==> config.mk <==
export PLATFORM = sky130hd
export DESIGN_NAME = multi_road_phase_ctrl
export DESIGN_NICKNAME = d
export VERILOG_FILES = /design/src/rtl/multi_road_phase_ctrl.sv
export SDC_FILE = /design/constraint.sdc
export NUM_CORES = 1
export LEC_CHECK = 0
export CORE_MARGIN = 4
export CORE_UTILIZATION = 50
export DETAILED_ROUTE_END_ITERATION = 12
export MAX_ROUTING_LAYER = met4
export PLACE_DENSITY = 0.83
export SKIP_LAST_GASP = 1
export SYNTH_ARGS = -nofsm -noshare
export SYNTH_HDL_FRONTEND = slang
export SYNTH_SLANG_ARGS = --single-unit
==> constraint.sdc <==
create_clock -name clk -period 2.2 [get_ports clk]
set_input_delay 0.44 -clock clk [delete_from_list [all_inputs] [get_ports clk]]
set_output_delay 0.44 -clock clk [all_outputs]
set_load 0.01 [all_outputs]
==> src/rtl/multi_road_phase_ctrl.sv <==
// Round-robin traffic-phase controller for N_ROADS approaches with a 2-digit BCD countdown.
// Optional all-red clearance phase after yellow is enabled by defining ALL_RED_EN.
module multi_road_phase_ctrl #(
    parameter int N_ROADS  = 2,
    parameter int T_GREEN  = 30,
    parameter int T_YELLOW = 5,
    parameter int T_ALLRED = 2,
    localparam int IW      = $clog2(N_ROADS)
) (
    input  logic                 clk,
    input  logic                 rst_n,
    input  logic                 tick,
    input  logic [N_ROADS-1:0]   car_req,
    output logic [3*N_ROADS-1:0] color,
    output logic [7:0]           count_bcd,
    output logic [IW-1:0]        active_idx,
    output logic                 phase_done
);

    localparam logic [1:0] ST_GREEN  = 2'd0;
    localparam logic [1:0] ST_YELLOW = 2'd1;
`ifdef ALL_RED_EN
    localparam logic [1:0] ST_ALLRED = 2'd2;
`endif

    if (N_ROADS < 2 || N_ROADS > 8) begin : g_bad_n
        $error("N_ROADS out of range 2..8");
    end
    if (T_GREEN < 1 || T_GREEN > 99 || T_YELLOW < 1 || T_YELLOW > 99 ||
        T_ALLRED < 1 || T_ALLRED > 99) begin : g_bad_t
        $error("phase length out of range 1..99");
    end

    function automatic logic [7:0] to_bcd(input int t);
        return {4'(t / 10), 4'(t % 10)};
    endfunction

    // Low digit borrows from the high digit when it underflows.
    function automatic logic [7:0] bcd_dec(input logic [7:0] v);
        logic [7:0] r;
        if (v[3:0] == 4'd0) begin
            r = {v[7:4] - 4'd1, 4'd9};
        end else begin
            r = {v[7:4], v[3:0] - 4'd1};
        end
        return r;
    endfunction

    function automatic logic [IW-1:0] pick_next(input logic [N_ROADS-1:0] req,
                                                input logic [IW-1:0] act);
        logic [IW-1:0] sel;
        logic          found;
        int            idx;
        sel   = act;
        found = 1'b0;
        for (int k = 1; k < N_ROADS; k++) begin
            idx = (int'(act) + k) % N_ROADS;
            if (!found && req[idx]) begin
                sel   = IW'(idx);
                found = 1'b1;
            end else begin
                found = found;
            end
        end
        return sel;
    endfunction

    function automatic logic [3*N_ROADS-1:0] color_of(input logic [1:0] st,
                                                     input logic [IW-1:0] act);
        logic [3*N_ROADS-1:0] c;
        for (int i = 0; i < N_ROADS; i++) begin
            if (st == ST_GREEN && act == IW'(i)) begin
                c[3*i +: 3] = 3'b100;
            end else if (st == ST_YELLOW && act == IW'(i)) begin
                c[3*i +: 3] = 3'b010;
            end else begin
                c[3*i +: 3] = 3'b001;
            end
        end
        return c;
    endfunction

    localparam logic [7:0] BCD_GREEN  = to_bcd(T_GREEN);
    localparam logic [7:0] BCD_YELLOW = to_bcd(T_YELLOW);
`ifdef ALL_RED_EN
    localparam logic [7:0] BCD_ALLRED = to_bcd(T_ALLRED);
`endif

    logic [1:0]           state_r;
    logic [N_ROADS-1:0]   pend_r;
    logic [IW-1:0]        next_r;
    logic [1:0]           state_nxt_s;
    logic [IW-1:0]        active_nxt_s;
    logic [IW-1:0]        next_nxt_s;
    logic [7:0]           count_nxt_s;
    logic                 done_nxt_s;
    logic [N_ROADS-1:0]   act_mask_s;
    logic [N_ROADS-1:0]   req_s;
    logic [N_ROADS-1:0]   pend_nxt_s;
    logic                 enter_green_s;

    // Phase sequencing: countdown, expiry decisions and next-road selection.
    always_comb begin
        state_nxt_s  = state_r;
        active_nxt_s = active_idx;
        next_nxt_s   = next_r;
        count_nxt_s  = count_bcd;
        done_nxt_s   = 1'b0;
        act_mask_s   = {{(N_ROADS-1){1'b0}}, 1'b1} << active_idx;
        req_s        = (pend_r | car_req) & ~act_mask_s;
        if (tick) begin
            if (count_bcd != 8'h00) begin
                count_nxt_s = bcd_dec(count_bcd);
            end else begin
                case (state_r)
                    ST_GREEN: begin
                        if (req_s == {N_ROADS{1'b0}}) begin
                            count_nxt_s = BCD_GREEN;
                        end else begin
                            state_nxt_s = ST_YELLOW;
                            count_nxt_s = BCD_YELLOW;
                            next_nxt_s  = pick_next(req_s, active_idx);
                            done_nxt_s  = 1'b1;
                        end
                    end
`ifdef ALL_RED_EN
                    ST_YELLOW: begin
                        state_nxt_s = ST_ALLRED;
                        count_nxt_s = BCD_ALLRED;
                        done_nxt_s  = 1'b1;
                    end
                    ST_ALLRED: begin
                        state_nxt_s  = ST_GREEN;
                        active_nxt_s = next_r;
                        count_nxt_s  = BCD_GREEN;
                        done_nxt_s   = 1'b1;
                    end
`else
                    ST_YELLOW: begin
                        state_nxt_s  = ST_GREEN;
                        active_nxt_s = next_r;
                        count_nxt_s  = BCD_GREEN;
                        done_nxt_s   = 1'b1;
                    end
`endif
                    default: begin
                        state_nxt_s  = ST_GREEN;
                        active_nxt_s = {IW{1'b0}};
                        count_nxt_s  = BCD_GREEN;
                        done_nxt_s   = 1'b0;
                    end
                endcase
            end
        end else begin
            state_nxt_s = state_r;
        end
    end

    // Request latch: collect waiting roads, drop the one that just got green.
    always_comb begin
        enter_green_s = (state_nxt_s == ST_GREEN) && (state_r != ST_GREEN);
        pend_nxt_s    = pend_r | (car_req & ~act_mask_s);
        if (enter_green_s) begin
            pend_nxt_s[active_nxt_s] = 1'b0;
        end else begin
            pend_nxt_s = pend_nxt_s;
        end
    end

    // State and output registers.
    always_ff @(posedge clk or negedge rst_n) begin
        if (!rst_n) begin
            state_r    <= ST_GREEN;
            pend_r     <= {N_ROADS{1'b0}};
            next_r     <= {IW{1'b0}};
            active_idx <= {IW{1'b0}};
            count_bcd  <= BCD_GREEN;
            phase_done <= 1'b0;
            color      <= color_of(ST_GREEN, {IW{1'b0}});
        end else begin
            state_r    <= state_nxt_s;
            pend_r     <= pend_nxt_s;
            next_r     <= next_nxt_s;
            active_idx <= active_nxt_s;
            count_bcd  <= count_nxt_s;
            phase_done <= done_nxt_s;
            color      <= color_of(state_nxt_s, active_nxt_s);
        end
    end

endmodule

# ---- Word level (Yosys, flattened, before mapping)
# Cells that the tools add are included.
dict set report totals {
  reg_bits 21
  inputBits 5
  wordCells 69
  output_inout_bits 16
}
dict set report classes {
  order_cmp 3
  bitwise 11
  eq_ne 3
  reduce_logical 14
  n_mux 26
  n_addsub 3
  shift 1
}
# operator count
set op_table {}
lappend op_table {{$mux W8} 3}
lappend op_table {{$mux W2} 7}
lappend op_table {{$mux W1} 10}
lappend op_table {{$reduce_bool A8 Y1} 1}
lappend op_table {{$sub A4 B1 Y4 const B} 2}
lappend op_table {{$and A2 B2 Y2} 3}
lappend op_table {{$logic_and A1 B1 Y1} 6}
lappend op_table {{$logic_not A2 Y1} 3}
lappend op_table {{$mux W3} 2}
lappend op_table {{$mux W6} 1}
lappend op_table {{$eq A2 B1 Y1 const B} 2}
lappend op_table {{$logic_not A4 Y1} 1}
lappend op_table {{$not A2 Y2} 2}
lappend op_table {{$or A2 B2 Y2} 2}
lappend op_table {{$pmux W1 S2} 2}
lappend op_table {{$reduce_and A4 Y1} 1}
lappend op_table {{$lt A2 B3 Y1 const B} 1}
lappend op_table {{$not A1 Y1} 3}
lappend op_table {{$lt A1 B2 Y1 const B} 1}
lappend op_table {{$ne A2 B1 Y1 const B} 1}
lappend op_table {{$reduce_and A2 Y1} 1}
lappend op_table {{$reduce_bool A2 Y1} 1}
lappend op_table {{$shl A1 B1 Y2 const A} 1}
lappend op_table {{$add A1 B1 Y1 const B} 1}
lappend op_table {{3 further kinds} 3}

# ---- Depth between registers and ports, before layout
# Gate-level depths: netlist (run 1).
dict set report depth {
  word_depth 12
  ltp_mapped 7
  depth_no_buf 6
}

# ---- Least setup slack after synthesis (run 1)
# OpenSTA, ideal clock, no wires.
dict set report synth_timing {
  path_kind {reg-to-reg}
  start {reg count_bcd[0]}
  end {reg count_bcd[7]}
  arrival_ps 1541
  required_ps 2075
  n_path_buf 0
  setup_ps 125
  synth_period_minus_slack_ps 1666
  stages_incl_launch_ff 7
  setup_slack_ps 534
  cell_sequence {dfrtp_1 > inv_1 > ha_1 > nor2b_1 > nand2_1 > nor4_1 > mux2_2}
}
dict set report synth_between {
  elab_chain_cells 3
}
# element line_no
set synth_rtl {}
lappend synth_rtl {{from (decl)} 15} ;# output logic [7:0] count_bcd,
lappend synth_rtl {{from (signal assigned)} 185} ;# count_bcd <= count_nxt_s;
lappend synth_rtl {{$reduce_bool A8 Y1 or $logic_not A4 Y1 (tied branches)} {112, 41}}
lappend synth_rtl {{$ne A2 B1 Y1 (no source line)} -}
lappend synth_rtl {{$reduce_and A2 Y1 (no source line)} -}
# Parallel ways exist; a longest one is shown, timed or not.
# A chain may end at the register's enable or synchronous reset.

# ---- Worst setup path in the final report (run 1)
dict set report layout_timing {
  start {reg active_idx}
  end {out active_idx}
}
# element line_no
set layout_rtl {}
lappend layout_rtl {{from (decl)} 16} ;# output logic [IW-1:0] active_idx,
lappend layout_rtl {{from (signal assigned)} 176} ;# active_idx <= {IW{1'b0}};
lappend layout_rtl {{from (signal assigned)} 184} ;# active_idx <= active_nxt_s;
# No word-level cell between the ends.

==> results of run 1 <==
[worst min-delay path by stage]
stage,start,endpoint,slack [ps],depth (start not counted)
6_report,rst_n,phase_done,470,2
5_1_grt,rst_n,phase_done,500,2
4_1_cts,rst_n,count_bcd[7],480,2
3_5_place_dp,pend_r[1],pend_r[1],490,1
3_3_place_gp,pend_r[0],pend_r[0],470,2
2_1_floorplan,rst_n,active_idx,140,0
[registers in the layout (all words and copies together) (netlist names)]
name,count
pend_r,2
count_bcd,8
color,6
next_r,1
phase_done,1
state_r,2
active_idx,1
[area by class of cell]
type | instances | share of cell area, %
clock buffers | 4 | 2.03
inverters | 5 | 1.45
multi-input cells | 73 | 37.0
flip-flops and latches | 21 | 40.9
well taps | 27 | 2.60
repair buffers | 21 | 16.0
[power by group through the flow]
stage	combinational, mW	sequential, mW	clock (mW)
3_5_place_dp	0.595	0.616	0
4_1_cts	0.603	0.610	0.183
6_report	0.595	0.609	0.186
3_3_place_gp	0.576	0.607	0
5_1_grt	0.658	0.630	0.205
2_1_floorplan	0.354	0.616	0
[Yosys cell counts, drive strengths merged]
| library cell | count |
|---|---|
| buf | 1 |
| dfrtp | 17 |
| a31oi | 1 |
| nor3b | 3 |
| o22a | 1 |
| o21ai | 8 |
| nor2 | 9 |
| nand2b | 2 |
| and2b | 1 |
| ha | 3 |
| a21oi | 6 |
| nand2 | 7 |
| or3b | 2 |
| and2 | 2 |
| o22ai | 3 |
| or3 | 2 |
| nor3 | 2 |
| a21o | 2 |
| and3 | 1 |
| dfstp | 4 |
| o41ai | 1 |
| nor2b | 2 |
| a41oi | 1 |
| nor4 | 1 |
| o2bb2ai | 1 |
| o21a | 1 |
| o21bai | 1 |
| clkbuf | 3 |
| mux2 | 2 |
| nand4 | 3 |
| and4bb | 1 |
| inv | 5 |
| nand3 | 4 |
[kinds of logic (layout without fill, tap and decap cells)]
logic type,after synthesis,after routing
multiplexers,2,2
buffers and inverters,9,30
AO/OA/AOI/OAI,26,26
flip-flops,21,21
AND/OR/NAND/NOR,42,42
adder cells (fa/ha/maj),3,3
[stage by stage]
| stage | worst slack [ps] | cells | power [mW] | util (%) | hold WS [ps] |
|---|---|---|---|---|---|
| detailed placement | 115 | 147 | 1.21 | 64.1 | 493 |
| global placement | 185 | 147 | 1.18 | 64.1 | 473 |
| CTS | 259 | 151 | 1.40 | 65.5 | 484 |
| global route | 176 | 151 | 1.49 | 65.5 | 499 |
| floorplan | 534 | 103 | 0.970 | - | 144 |
| finish | 247 | 151 | 1.39 | 65.5 | 468 |
[metal layers]
layer  up-vias  GRT usage [%]
met4         0           8.09
met3         5           3.05
met2        21           23.2
met5         -              -
li1        411              -
met1       397           21.3
==> impl_results.md, run 1 <==
* Maximum fanout encountered on the critical timing path at 13
* Met3 Wirelength at 79 um
* Sequential group share of total power at a little over two fifths
* Setup repair after global routing missed its margin: no
* Top cells by area in the synthesized netlist: dfrtp_1 (40%), dfstp_2 (10%), o21ai_0 (3.8%)
* Multiplexer share of the synthesized area at under 10%
* Port Buf Inserts at 20
* Routed vias/inst at 5.52
* Number of cells on the critical path at 1
* Insertion delay to the later sink of the worst-skew pair at ~300 ps
* Number of core rows at 16
* End of the critical path: active_idx
* Maximum single-stage delay on the critical path at 620 ps
* Register-to-Register Path Depth at 6
* Initial antenna violation count at 0
* Wire length reported by the detailed router at 1970 um
* Switching fraction of total power at 36.5%
* # clock sinks at 21
* Portion of the post-synthesis area used by sequential elements at between 50% and 60%
* Cell internal power dissipation at 0.883 mW
* WP buf/inv at 1
* Synthesized area at 1050 um^2
* HPWL reported at the end of detailed placement at 1420 um
* Max-cap violation count at 0
* Main combinational cell family by area after synthesis: simple AND/OR/NAND/NOR gates
* Critical setup path kind: register to primary output
* Area fraction in and, or, nand and nor cells after synthesis at 24.4%
* Number of violations reported at the end of detailed-routing iteration 0 at 17
* Required time at the endpoint of the critical path at 1760 ps
* Worst min path class: input port to asynchronous set/reset pin
* Area Overhead vs Synth at 23.3%
* Cell chain of the critical path: clkdlybuf4s50_1
* Number of nets in the layout at 133
* Count of buffers added by post-CTS timing repair for setup at 0
* I/O pin cnt at 21
* Global-route wire length before repair at ~3200 um
* Global-route congestion overflow total at 0
* Gate count after technology mapping at 103
* Number of search-and-repair iterations in the first detailed-routing pass at 4
* Net Count, Synth at 111
* Yosys reg bits at 21
* Final hold violation count at 0
* Clock slew at the register clock pins of the worst setup and hold paths at 110 ps
* Part of the power in combinational logic at 42.8%
* Final instance area at 1300 um^2
* Die H at 53.9 um
* Clock tree from TritonCTS: yes
* Max H-tree Level at 1
* Adder and majority cell fraction of the synthesized area at 3.57%
* Share of Yosys cell area claimed by the top area cell type at 40.4%
* Category of the worst setup path capture point: primary output
* GR Util All Layers at 16.0%
* Flop-to-flop setup slack at roughly 350 ps
* Largest net degree at the start of global routing at 22
* Number of hold buffers added after CTS at 0
* Skew final at between 1 and 1.5 ps
* Number of global-route vias before repair at roughly 740
* Number of inserted filler cells in the final layout at 162
* Post-Place Cell Area at between 1000 and 1500 um^2
* Final GP Congestion at 0.850
* Number of buffers added by the clock tree synthesis step at 3
* Total count of max-transition violations in the final report at 0
* Count of yosys warnings during synthesis at 0
* Average cell area after synthesis at approximately 10 um^2
* Clock Tree Buf Depth at 2
* Die width at 53.9 um
* Final critical-path required period at 1950 ps
* VDD IR-drop max at 773 uV
* Fraction of synthesized cell area in xor and xnor cells at 0%
* Post-cts resize count at 0
* Leakage power at 0.556 nW
* Floorplan Core Area at 1980 um^2
* Critical register-to-register path endpoint: color[4]
* Cell type with the largest total area after synthesis: dfrtp_1
* Vias at 834
* CTS root buf: clkbuf_4
* Aggregate negative setup slack at 0 ps
* Max Fclk at slightly above 500 MHz
* # setup viols final at 0
* Final ANT Viol Nets at 0
* Clock share of power at a little over an eighth
* Family with the most delay on the worst path: buffers and inverters
* Area used by multi-input combinational logic at 480 um^2
* Status: complete, no violations
* Met2 WL at 928 um
* Highest metal used: met4
* Cell type of the slowest stage on the worst timing path: clkdlybuf4s50_1
* Average wire per cell in the routed design at between 10 and 15 um
* Data arrival, critical path at between 1500 and 2000 ps
* Share of the synthesized area in compound gates (AO/OA/AOI/OAI) at between 10% and 20%
* Initial core utilization at 53.1%
* Total power per unit cell area at 1070 nW/um^2
* CP Launch Point: active_idx
* Overall die area at a little under 3000 um^2
* Detailed-route DRC error count at 0
* Start of the worst register-to-register path: count_bcd[0]
* Diodes inserted at 0
* Register Area at 531 um^2
* Slew headroom at 71.3%
* Wire length on met1 at 935 um
* Final worst-path cycle share at 88.8%
* Startpoint class of the critical path: register
* Net switching component of the power at 0.507 mW
* Most frequent standard cell in the layout excluding fill and tap cells: clkdlybuf4s50_1
* Worst Tran Pin Value at between 400 and 500 ps
* Synth cell types at 38
* Share of final-layout standard cells stronger than drive strength 1 at 13.7%
* Most used cells in the layout excluding fill and tap cells: clkdlybuf4s50_1 (20), dfrtp_1 (17), nor2_1 (9)
Note: power is estimated with default switching activity, not from simulation.
==> run 2, diff against run 1 <==
--- a/config.mk
+++ b/config.mk
@@ -8,9 +8,9 @@
 export CORE_MARGIN = 4
 export CORE_UTILIZATION = 50
 export DETAILED_ROUTE_END_ITERATION = 12
+export HOLD_SLACK_MARGIN = 0.05
 export MAX_ROUTING_LAYER = met4
 export PLACE_DENSITY = 0.83
-export SKIP_LAST_GASP = 1
 export SYNTH_ARGS = -nofsm -noshare
 export SYNTH_HDL_FRONTEND = slang
 export SYNTH_SLANG_ARGS = --single-unit
==> results of run 2 <==
The final DEF is identical to that of run 1; final timing and power are the same.
==> edit (flow settings as in run 1) <==
The option `ALL_RED_EN` is turned on by a define.
--- a/src/rtl/multi_road_phase_ctrl.sv
+++ b/src/rtl/multi_road_phase_ctrl.sv
@@ -2,2 +2,4 @@
 // Optional all-red clearance phase after yellow is enabled by defining ALL_RED_EN.
+`define ALL_RED_EN
+
 module multi_road_phase_ctrl #(
Formal check against the unedited RTL: no difference found for any inputs over 10 cycles, from zero or initial values and one cycle with rst_n low; that may be too few to reach the edited logic, so the function may still have changed.
==> edit against run 1 <==
- sequential cell count did not move
- via count rose by 4.8%
- cell area rose by 4.4%
- total power rose by 33%
- wire length rose by 11%
- fmax fell by 2.6%
- count of clock-buffer cells in the layout fell by 1
- synthesized area rose by 0.48%
- setup slack got worse by 51 ps
- critical path type is now input port to flip-flop
==> edit: results (changes against run 1) <==
metric	value	unit	change
nets	141		+6.0%
routability cong.	0.810		-4.7%
status	finished, final reports clean		
largest fanout on the critical path	9		-4
number of global-route vias before repair	843		+15%
Syn Nets	112		+0.90%
leakage	0.591	nW	+6.3%
reg2reg setup slack	200	ps	-150 ps
VDD IR-drop max	0.000728	V	-5.8%
Cell variety after synth	33		-13%
Least-Margin Pin Slew	609	ps	+179 ps
post-detail-place hpwl	1.72	mm	+22%
RR Endpoint	pend_r[0]$_DFF_PN0_		
sequential share of the synthesized area	0.502		-0.00239
via count	874		+4.8%
worst slack at placement	-121	ps	-236 ps
Crit Reg-Reg Startpoint	count_bcd[4]$_DFFE_PN1P_		
GRT Overall Usage	0.184		+0.0238
Synth top cells by count	dfrtp_1, nor2_1, o21ai_0, nand2_1		
Final Skew	4.04	ps	+2.91 ps
largest net degree at the start of global routing	15		-32%
Layout fillers	149		-8.0%
average routed wire per standard cell	14.0	um	+7.3%
first-pass GRT wire length	3.82	mm	+18%
hold slack	420	ps	-47.6 ps
[edit: cell families (layout without fill, tap and decap cells)]
logic type | after synthesis | in the layout | synth area share
simple gates | 34 | 34 | 0.162
fa+ha+maj | 6 | 6 | 0.0710
buf+inv | 9 | 37 | 0.0402
compound gates | 28 | 28 | 0.194
flops | 21 | 21 | 0.502
mux | 3 | 3 | 0.0308
[edit: power breakdown]
part / switching [mW] / total (mW) / internal (mW)
sequential: 0.140 / 0.703 / 0.563
clock: 0.114 / 0.182 / 0.0678
combinational: 0.471 / 0.970 / 0.499
total: 0.725 / 1.85 / 1.13
[edit: cell type report]
class,instances,area [um2],share of cell area
Sequential cell,21,531,0.392
Multi-Input combinational cell,71,484,0.357
Timing Repair Buffer,28,260,0.192
Tap cell,27,33.8,0.0249
Clock buffer,3,22.5,0.0166
Inverter,5,18.8,0.0139
Clock inverter,1,5.00,0.00369
[edit: worst max-delay path, cell delays in order]
cell	delay, ps
clkdlybuf4s50_1	490
or3b_1	370
or3_1	500
nor3_1	250
a22oi_1	130
[edit: stage by stage]
step / total power, mW / cell area, um2 / instances / utilization / setup TNS, ps
after detailed placement: 1.67 / 1330 / 152 / 0.670 / -723
after global routing: 2.00 / 1360 / 156 / 0.684 / 0
final: 1.85 / 1360 / 156 / 0.684 / 0
after global placement: 1.64 / 1330 / 152 / 0.670 / -529
after floorplan: 1.24 / 1060 / 101 / - / 0
after CTS: 1.86 / 1360 / 156 / 0.684 / 0
[edit: worst max path at each step]
stage	from	endpoint	slack (ps)	cells past startpoint
floorplan	count_bcd[4]$_DFFE_PN1P_	pend_r[0]$_DFF_PN0_	240	8
global placement	tick	color[2]$_DFF_PN1_	-100	7
detailed placement	tick	pend_r[0]$_DFF_PN0_	-120	5
CTS	tick	color[2]$_DFF_PN1_	200	7
global route	tick	color[2]$_DFF_PN1_	50	7
finish	tick	pend_r[0]$_DFF_PN0_	200	5
[edit: routing by layer]
layer  global-route usage  up-vias  share of wire
met2                0.266       39           0.47
li1                     -      418              -
met3               0.0554        4          0.076
met5                    -        -              0
met1                0.247      413           0.44
met4               0.0581        0          0.012
